$ cat src/rtl/uart_rx_pkg.sv
// uart_rx_pkg: shared state type and constants for the UART receive controller
package uart_rx_pkg;
  typedef enum logic [2:0] {IDLE, START, DATA, PARITY, STOP, DONE} rx_state_t;
  localparam int PRESCALE_8 = 8;
  localparam int PRESCALE_16 = 16;
  localparam int PRESCALE_32 = 32;
  localparam logic [3:0] STRT_BIT_IDX = 4'd0;
endpackage

$ cat src/rtl/uart_rx_edge_bit_counter.sv
// uart_rx_edge_bit_counter: oversample tick counter wrapping at prescale, with bit index
module uart_rx_edge_bit_counter
  import uart_rx_pkg::*;
#(
  parameter int PW = 6
) (
  input  logic          clk,
  input  logic          rst,
  input  logic          en,
  input  logic          ld,
  input  logic [PW-1:0] prescale,
  output logic [PW-1:0] edge_cnt,
  output logic [3:0]    bit_cnt
);
  logic [PW-1:0] edge_q, edge_d;
  logic [3:0] bit_q, bit_d;
  logic wrap;
  always_comb begin
    wrap = edge_q == prescale - PW'(1);
    edge_d = !en ? '0 : ld ? PW'(1) : wrap ? '0 : edge_q + PW'(1);
    bit_d = !en ? '0 : ld ? STRT_BIT_IDX : wrap ? bit_q + 4'd1 : bit_q;
  end
  always_ff @(posedge clk) begin
    if (rst) begin
      edge_q <= '0;
      bit_q <= '0;
    end else begin
      edge_q <= edge_d;
      bit_q <= bit_d;
    end
  end
  assign edge_cnt = edge_q;
  assign bit_cnt = bit_q;
endmodule

$ cat src/rtl/uart_rx_ctrl.sv
// uart_rx_ctrl: UART receive sequencer driving stage enables, checker clear and the frame-valid strobe
module uart_rx_ctrl
  import uart_rx_pkg::*;
#(
  parameter int DATA_WIDTH = 8,
  parameter int PRESCALE_WIDTH = 6
) (
  input  logic                      CLK,
  input  logic                      RST,
  input  logic                      RX_IN,
  input  logic                      PAR_EN,
  input  logic [PRESCALE_WIDTH-1:0] PRESCALE,
  input  logic                      strt_glitch,
  input  logic                      par_err,
  input  logic                      stp_err,
  output logic [PRESCALE_WIDTH-1:0] edge_cnt,
  output logic [3:0]                bit_cnt,
  output logic                      dat_samp_en,
  output logic                      strt_chk_en,
  output logic                      deser_en,
  output logic                      par_chk_en,
  output logic                      stp_chk_en,
  output logic                      error_rst,
  output logic                      data_valid
);
  localparam int PW = PRESCALE_WIDTH;
  rx_state_t state_q, state_d;
  logic [PW-1:0] prescale_q, prescale_d, en_edge;
  logic par_en_q, par_en_d, bit_end, latch, cnt_en, cnt_ld;
  logic active_q, active_d, strt_q, strt_d, deser_q, deser_d;
  logic par_q, par_d, stp_q, stp_d, valid_q, valid_d;
  uart_rx_edge_bit_counter #(.PW(PW)) u_cnt (
    .clk(CLK),
    .rst(RST),
    .en(cnt_en),
    .ld(cnt_ld),
    .prescale(prescale_q),
    .edge_cnt(edge_cnt),
    .bit_cnt(bit_cnt)
  );
  always_comb begin
    bit_end = edge_cnt == prescale_q - PW'(1);
    en_edge = (prescale_q >> 1) + PW'(1);
    latch = state_q == IDLE || state_q == DONE;
    state_d = state_q;
    case (state_q)
      IDLE, DONE: if (RX_IN) state_d = IDLE; else state_d = START;
      START: if (bit_end && strt_glitch) state_d = IDLE; else if (bit_end) state_d = DATA;
      DATA: if (bit_end && bit_cnt == 4'(DATA_WIDTH) && par_en_q) state_d = PARITY;
            else if (bit_end && bit_cnt == 4'(DATA_WIDTH)) state_d = STOP;
      PARITY: if (bit_end) state_d = STOP;
      STOP: if (bit_end) state_d = DONE;
      default: state_d = IDLE;
    endcase
    cnt_en = state_q != IDLE && state_d != IDLE;
    cnt_ld = state_q == DONE && state_d == START;
    prescale_d = latch ? PRESCALE : prescale_q;
    par_en_d = latch ? PAR_EN : par_en_q;
    active_d = state_d != IDLE && state_d != DONE;
    strt_d = state_q == START && edge_cnt == en_edge;
    deser_d = state_q == DATA && edge_cnt == en_edge;
    par_d = state_q == PARITY && edge_cnt == en_edge;
    stp_d = state_q == STOP && edge_cnt == en_edge;
    valid_d = state_d == DONE && !stp_err && !(par_en_q && par_err);
  end
  always_ff @(posedge CLK) begin
    if (RST) begin
      state_q <= IDLE;
      prescale_q <= '0;
      par_en_q <= 1'b0;
      active_q <= 1'b0;
      strt_q <= 1'b0;
      deser_q <= 1'b0;
      par_q <= 1'b0;
      stp_q <= 1'b0;
      valid_q <= 1'b0;
    end else begin
      state_q <= state_d;
      prescale_q <= prescale_d;
      par_en_q <= par_en_d;
      active_q <= active_d;
      strt_q <= strt_d;
      deser_q <= deser_d;
      par_q <= par_d;
      stp_q <= stp_d;
      valid_q <= valid_d;
    end
  end
  assign dat_samp_en = active_q;
  assign error_rst = active_q;
  assign strt_chk_en = strt_q;
  assign deser_en = deser_q;
  assign par_chk_en = par_q;
  assign stp_chk_en = stp_q;
  assign data_valid = valid_q;
endmodule

$ cat config.mk
export PLATFORM = sky130hd
export DESIGN_NAME = uart_rx_ctrl
export DESIGN_NICKNAME = d
export VERILOG_FILES = /design/src/rtl/uart_rx_pkg.sv /design/src/rtl/uart_rx_edge_bit_counter.sv /design/src/rtl/uart_rx_ctrl.sv
export SDC_FILE = /design/constraint.sdc
export NUM_CORES = 1
export LEC_CHECK = 0
export BUFFER_PORTS_ARGS = -buffer_cell sky130_fd_sc_hd__buf_2
export CAP_MARGIN = 20
export CORE_ASPECT_RATIO = 0.75
export CORE_MARGIN = 5
export CORE_UTILIZATION = 54
export CTS_CLUSTER_SIZE = 25
export DETAILED_ROUTE_END_ITERATION = 8
export PLACE_DENSITY = 0.9
export SLEW_MARGIN = 20
export SYNTH_ARGS = -nofsm -noshare
export SYNTH_HDL_FRONTEND = slang
export SYNTH_SLANG_ARGS = --single-unit
export TNS_END_PERCENT = 5
$ cat constraint.sdc
create_clock -name CLK -period 2.7 [get_ports CLK]
set_clock_uncertainty 0.05 [all_clocks]
set_input_delay 0.81 -clock CLK [delete_from_list [all_inputs] [get_ports CLK]]
set_output_delay 0.81 -clock CLK [all_outputs]
set_load 0.02 [all_outputs]
# ---- Yosys cells after proc, flatten, opt, wreduce, memory -nomap -nowiden
# Index checks and enable logic that the tools add are counted.
dict set report word_totals {
  output_inout_bits 17
  wordCells 61
  register_bits 26
  inputBits 13
}
dict set report op_classes {
  n_mux 10
  n_addsub 4
  n_reduce_logical 23
  bitwise_logic 1
  n_eq_ne 11
}
# operator count
set op_table {}
lappend op_table {{$mux 3} 6}
lappend op_table {{$pmux 3 s5} 1}
lappend op_table {{$logic_and 1x1->1} 13}
lappend op_table {{$eq 6x6->1} 2}
lappend op_table {{$eq 3x3->1 const B} 3}
lappend op_table {{$add 5x1->6 const B} 1}
lappend op_table {{$add 6x1->6 const B} 1}
lappend op_table {{$eq 3x1->1 const B} 2}
lappend op_table {{$eq 3x2->1 const B} 2}
lappend op_table {{$reduce_bool 3->1} 2}
lappend op_table {{$sub 6x1->6 const B} 1}
lappend op_table {{$add 4x1->4 const B} 1}
lappend op_table {{$eq 4x4->1 const B} 1}
lappend op_table {{$reduce_or 2->1} 2}
lappend op_table {{$reduce_or 4->1} 1}
lappend op_table {{$logic_not 3->1} 1}
lappend op_table {{$mux 1} 3}
lappend op_table {{$ne 3x3->1 const B} 1}
lappend op_table {{$reduce_or 3->1} 1}
lappend op_table {{$logic_not 1->1} 2}
lappend op_table {{$logic_or 1x1->1} 1}
lappend op_table {{$not 1->1} 1}

# ---- Depth between registers and ports, before layout
# Gate-level depths: netlist of run 1.
dict set report logic_depth {
  word_depth 10
  mapped_depth 9
  ltp_nobuf 7
}

# ---- Modules after synthesis
# Synthesis of run 1 repeated with hierarchy kept, for this count alone.
dict set report hier_totals {
  cells_unflattened 186
  hier_area_um2 1602.8
}
# module cells_per_inst seq_area_each_um2 area_per_inst_um2 n_inst
set modules_own_cells {}
lappend modules_own_cells {uart_rx_ctrl 116 320.3 979.7 1}
lappend modules_own_cells {uart_rx_edge_bit_counter 70 200.2 623.1 1}

# ---- Worst setup path after synthesis of run 1
# Ideal clock, no wire load.
dict set report synth_path {
  path_type {reg2reg}
  from {register prescale_q[0]}
  to {register u_cnt.bit_q[3], in the netlist u_cnt.bit_cnt[3]}
  n_path_buf 1
  stages_incl_launch_ff 9
  required_ns 2.579
  slack_ns 0.507
  synth_period_minus_slack_ns 2.193
  t_arrival_ns 2.072
  setup_time_ns 0.071
  cell_sequence {dfxtp_1 > inv_1 > ha_1 > nor3b_1 > xnor2_1 > or4_1 > buf_2 > or3_1 > a21oi_1}
}
dict set report synth_via {
  elab_chain_len 10
  elab_cells_between_ends 18
  cone_classes {add/sub (1); eq/ne (2); mux (7); bitwise (1); reduce/logical (7)}
}
# item line
set synth_rtl {}
lappend synth_rtl {{from (decl)} uart_rx_ctrl.sv:28} ;# logic [PW-1:0] prescale_q, prescale_d, en_edge;
lappend synth_rtl {{from (signal assigned)} uart_rx_ctrl.sv:79} ;# prescale_q <= prescale_d;
lappend synth_rtl {{$sub 6x1->6 *} {uart_rx_edge_bit_counter.sv:19, uart_rx_ctrl.sv:42}}
lappend synth_rtl {{$eq 6x6->1 *} {uart_rx_edge_bit_counter.sv:19, uart_rx_ctrl.sv:42}}
lappend synth_rtl {{$logic_and 1x1->1} {uart_rx_ctrl.sv:49, uart_rx_ctrl.sv:50}}
lappend synth_rtl {{$mux 3 or $logic_and 1x1->1 (tied branches)} {uart_rx_ctrl.sv:50, uart_rx_ctrl.sv:49}}
lappend synth_rtl {{$mux 3} uart_rx_ctrl.sv:49} ;# DATA: if (bit_end && bit_cnt == 4'(DATA_WIDTH) && par_en_q) state_d = PARITY;
lappend synth_rtl {{$pmux 3 s5} uart_rx_ctrl.sv:46} ;# case (state_q)
lappend synth_rtl {{$reduce_bool 3->1} uart_rx_ctrl.sv:55} ;# cnt_en = state_q != IDLE && state_d != IDLE;
lappend synth_rtl {{$logic_and 1x1->1} uart_rx_ctrl.sv:55}
lappend synth_rtl {{$not 1->1 (no source line)} --}
lappend synth_rtl {{$reduce_or 3->1 (no source line)} --}
lappend synth_rtl {{to (signal assigned)} uart_rx_edge_bit_counter.sv:29} ;# bit_q <= bit_d;
lappend synth_rtl {{to (decl)} uart_rx_edge_bit_counter.sv:16} ;# logic [3:0] bit_q, bit_d;
# Every way passes the cells marked *; elsewhere a longest branch is shown, timed or not.
# A chain may end at the register's enable or synchronous reset.

# ---- Worst setup path in the final report of run 1
# Same ends and word-level chain as after synthesis.

==> metrics.cfg, run 1 <==
[sta]
fin_hold_ws_ps=499
tightest_slew_ps=470
hold_viol=0
setup_tns_ps=0
fmax_mhz=405
period_minus_slack_ps=2470
fin_crit_sh_pct=91.5
rsz0062_at_grt=false
setup_viol=0
slew_viol_final=0
max_slew_margin_pct=68.2

[synth]
synthFlopType=dfxtp_1
netlist_area_um2=1480
synth_edf_count=0
yosysSeqAreaShare_pct=35.1
synth.distinct_cells=40
avgSynthCellArea_um2=8.58
syn_inst=173
async_flop_share_pct=0
ys.warnings.count=0
ys_ff_latch=26
syn_nets=192

[die]
die_w_um=70.5
die_area_um2=3910
rows=16
initial_core_util_pct=56.6
pin_count=30
dieHeight_um=55.4
coreArea_um2=2620

[clock_tree]
cts_setup_buffers=0
clk_pin_slew_worst_paths_ps=80
clockBufferDepth=2
numCtsBuffers=3
postCtsHoldBufs=0
cts_sinks=26
worstSkewPairLatency_ps=270
htree_levels=1
cts-root-buf=clkbuf_8
cts_resized=0
cts_tree=done

[critical_path]
cp-start-kind=flip-flop
rr_worst_depth=7
path_cells=inv_1 > ha_1 > xor2_1 > nand3_1 > or4_1 > or3_1 > a21oi_1
critical_path_arrival_ps=2620
worst-endpoint-required_ps=2850
slowest_delay_ps=580
endpoint_kind=flip-flop
crit_type=reg -> reg
worstPathMaxFanout=8
slowest_stage=or4_1

[finish]
layout-drive-gt1-share_pct=19.8
multiInputGateArea_um2=863
area_growth_pct=13.4
fillers=229
finalNetCount=218
regArea_um2=520
insertedDiodeCount=0

[drt]
wire_per_inst_um=14.3
wl_mm=3.34
vias=1268
vias_per_cell=5.44
drc=0
final_antenna_net_count=0
drt_iter0_drc=136
drt_pass1_iterations=4

[placed_design]
io_buffers=29
gp_congestion=0.872
dp_hpwl_mm=2.59

[run_status]
outcome=complete, no violations

[worst_hold_path]
min_path_type=reg -> reg
hold_depth=2

[pwr]
peakVddDrop_mv=0.361
p_per_area_nw_per_um2=461
p_leak_nw=0.728

[global_route]
grt_pass1_vias=1177
grt_max_degree=17
track_usage_pct=17.2
grt_overflow_total=0
antenna_found_initial=0
grt_pass1_wl_mm=5.49

[flow_run]
max_cap_viol_count=0

[worst max-delay path: cells and delay by family, from the launching register on]
family / cells / cell delay (ps)
simple gates: 3 / 1140
flops: 1 / 460
fa+ha+maj: 1 / 320
xor+xnor: 1 / 200
compound gates: 1 / 160
buf+inv: 1 / 70
[registers in the layout, indices dropped and copies added, names as in the netlist]
name / count
u_cnt.edge_cnt: 6
prescale_q: 6
par_chk_en: 1
u_cnt.bit_cnt: 4
strt_chk_en: 1
par_en_q: 1
data_valid: 1
deser_en: 1
stp_chk_en: 1
dat_samp_en: 1
state_q: 3
[synthesized netlist by cell type, types with 6 or more instances]
library cell,number,share of area [%]
nor2_1,28,7.1
nand3_1,6,2.0
nor3_1,6,2.0
xor2_1,7,4.1
mux2i_1,8,5.4
a21oi_1,6,2.0
dfxtp_1,26,35
ha_1,6,5.1
clkbuf_1,7,1.8
inv_1,10,2.5
nand2_1,7,1.8
xnor2_1,15,8.9
[cells by family (layout without fill, tap and decap cells)]
| group | after synthesis | after routing | synth area share (%) |
|---|---|---|---|
| XOR/XNOR | 23 | 23 | 14.5 |
| buffers and inverters | 22 | 46 | 6.75 |
| AND/OR/NAND/NOR | 66 | 66 | 23.3 |
| multiplexers | 8 | 8 | 5.40 |
| AO/OA/AOI/OAI | 22 | 22 | 9.95 |
| adder cells (fa/ha/maj) | 6 | 6 | 5.06 |
| flip-flops | 26 | 26 | 35.1 |
[placed cells by master, fill, tap and decap left out, types with 2 or more instances in the layout]
master	count
buf_4	4
o21ai_0	5
nor4bb_1	2
or4_1	2
o32ai_1	2
xnor2_1	15
dfxtp_1	26
nand4b_1	2
nor3_1	6
buf_2	29
nand2_1	7
mux2i_1	8
nor4_1	2
ha_1	6
nand3_1	6
a21oi_1	6
clkbuf_8	3
or3_1	3
nor2_1	28
inv_1	10
xor2_1	7
[layout make-up]
cell class | instances | area share (%)
multi-input cells | 125 | 51.3
flip-flops and latches | 26 | 30.9
repair buffers | 33 | 10.4
well taps | 36 | 2.68
clock buffers | 3 | 2.45
inverters | 10 | 2.23
[per-layer routing]
layer | up-vias | GRT usage (%) | share of wire, %
met5 | - | 0 | 0
met4 | 0 | 3.22 | 0.51
met3 | 4 | 4.71 | 6.9
met2 | 44 | 28.9 | 46
met1 | 582 | 22.2 | 46
li1 | 638 | - | -
[stage by stage]
step	cell area (um2)	worst slack [ps]	instances	utilization [%]	total power, mW
global placement	1640	370	230	62.6	0.559
global route	1680	65.3	233	64.2	0.810
CTS	1680	251	233	64.2	0.780
floorplan	1480	507	173	-	0.531
detailed placement	1640	277	230	62.6	0.566
finish	1680	229	233	64.2	0.775
[worst paths after layout]
kind	startpoint	slack, ps	end
setup / recovery	prescale_q[0]$_SDFFE_PP0P_	230	u_cnt.bit_cnt[3]$_SDFFE_PP0P_
hold / removal	u_cnt.bit_cnt[3]$_SDFFE_PP0P_	500	u_cnt.bit_cnt[3]$_SDFFE_PP0P_
setup reg to reg	prescale_q[0]$_SDFFE_PP0P_	230	u_cnt.bit_cnt[3]$_SDFFE_PP0P_
hold reg to reg	u_cnt.bit_cnt[3]$_SDFFE_PP0P_	500	u_cnt.bit_cnt[3]$_SDFFE_PP0P_
[where the power goes]
part           internal [mW]  switching [mW]  leakage (nW)
Sequential             0.395          0.0201         0.212
Combinational         0.0675          0.0775         0.494
Clock                  0.100           0.115        0.0216
No activity file was read; power rests on OpenSTA's default activity.
==> inputs of run 2 (changes only) <==
- MAX_ROUTING_LAYER: default -> met4
==> run 2 against run 1 <==
- maximum frequency is essentially flat
- sequential share of layout area stayed put
- register-to-register slack is essentially flat
- global-route usage increased by 0.48 points
- core utilization is the same
- critical endpoint unchanged
- largest power group unchanged
==> metrics.cfg, run 2 (synthesis results as in run 1) <==
[drt]
vias_per_cell=5.44
final_antenna_net_count=0
drt_iter0_drc=136
wire_per_inst_um=14.3
drt_pass1_iterations=4
wl_mm=3.32
drc=0
vias=1268

[global_route]
grt_overflow_total=0
track_usage_pct=17.7
grt_max_degree=17
grt_pass1_wl_mm=5.49
grt_pass1_vias=1177
antenna_found_initial=0

[sta]
fmax_mhz=405
rsz0062_at_grt=false
setup_viol=0
period_minus_slack_ps=2470
hold_viol=0
setup_slack_ps=228
setup_tns_ps=0
tightest_slew_ps=470
slew_viol_final=0
max_slew_margin_pct=68.2
fin_crit_sh_pct=91.5

[placed_design]
dp_hpwl_mm=2.59
io_buffers=29
placed_cell_area_um2=1640
gp_congestion=0.887
place_ws_ps=277

[critical_path]
cp-endpoint=u_cnt.bit_cnt[3]$_SDFFE_PP0P_
endpoint_kind=flip-flop
critical_path_arrival_ps=2620
r2r_end=u_cnt.bit_cnt[3]$_SDFFE_PP0P_
crit_type=reg -> reg
cp-start-kind=flip-flop
crit_start=prescale_q[0]$_SDFFE_PP0P_
worstPathMaxFanout=8
rr_worst_depth=7
ff2ff_setup_slack_ps=230
worstReg2RegStart=prescale_q[0]$_SDFFE_PP0P_
worst-endpoint-required_ps=2850

[clock_tree]
numCtsBuffers=3
postCtsHoldBufs=0
clockBufferDepth=2
cts_setup_buffers=0
cts_tree=done
worstSkewPairLatency_ps=270
cts-root-buf=clkbuf_8
clk_pin_slew_worst_paths_ps=80
cts_resized=0
htree_levels=1
cts_sinks=26

[pwr]
p_per_area_nw_per_um2=460
peakVddDrop_mv=0.361
power_uw=775
p_leak_nw=0.728

[die]
initial_core_util_pct=56.6
coreArea_um2=2620
rows=16
dieHeight_um=55.4
die_w_um=70.5
pin_count=30
die_area_um2=3910

[finish]
finalNetCount=218
final_cell_mix=buf_2 (29), nor2_1 (28), dfxtp_1 (26), xnor2_1 (15), inv_1 (10)
final_common_cell=buf_2
layout-drive-gt1-share_pct=19.8
stdcell_area_um2=1680
area_growth_pct=13.4
insertedDiodeCount=0

[run_status]
outcome=complete, no violations

[flow_run]
max_cap_viol_count=0

[worst_hold_path]
min_path_type=reg -> reg

## run 2: cell counts in the layout (fill, tap and decap cells not counted)
Identical to the previous run, type by type.
## run 2: through the flow
stage                     hold slack [ps]  util (%)  instances
after floorplan                       448         -        173
after global placement                447      62.6        230
after detailed placement              487      62.6        230
after CTS                             498      64.2        233
after global routing                  526      64.2        233
final                                 499      64.2        233
## run 2: report_power, final
group	switching, mW	leakage (nW)	total [mW]	internal [mW]
Sequential	0.0200	0.212	0.415	0.395
Combinational	0.0771	0.494	0.145	0.0675
Clock	0.115	0.0216	0.215	0.100
## run 2: worst max-delay path: stages, from the launching register on
cell	delay, ps
dfxtp_1	460
inv_1	80
ha_1	320
xor2_1	200
nand3_1	150
or4_1	580
or3_1	410
a21oi_1	160
## run 2: layout make-up
cell class	count	area [um2]
tap	36	45.0
fill	229	940
timing repair buffer	33	175
sequential	26	520
clock buffer	3	41.3
inverter	10	37.5
multi-input combinational	125	863
## run 2: per-layer routing
layer / GRT usage, % / routed length (um) / part of all wire [%] / up-vias
met1: 22.2 / 1530 / 46 / 586
met2: 28.9 / 1540 / 46 / 39
met3: 4.71 / 232 / 7.0 / 4
li1: - / - / - / 639
met5: - / 0 / 0 / -
met4: 3.22 / 17 / 0.51 / 0
## run 2: worst min-delay path by stage
stage | endpoint | startpoint | cells after the start
final | u_cnt.bit_cnt[3]$_SDFFE_PP0P_ | u_cnt.bit_cnt[3]$_SDFFE_PP0P_ | 2
after global routing | u_cnt.bit_cnt[3]$_SDFFE_PP0P_ | u_cnt.bit_cnt[3]$_SDFFE_PP0P_ | 2
after CTS | u_cnt.bit_cnt[3]$_SDFFE_PP0P_ | u_cnt.bit_cnt[3]$_SDFFE_PP0P_ | 2
after detailed placement | u_cnt.bit_cnt[3]$_SDFFE_PP0P_ | u_cnt.bit_cnt[3]$_SDFFE_PP0P_ | 2
after global placement | u_cnt.bit_cnt[3]$_SDFFE_PP0P_ | u_cnt.bit_cnt[3]$_SDFFE_PP0P_ | 2
after floorplan | par_en_q$_SDFFE_PP0P_ | par_en_q$_SDFFE_PP0P_ | 2
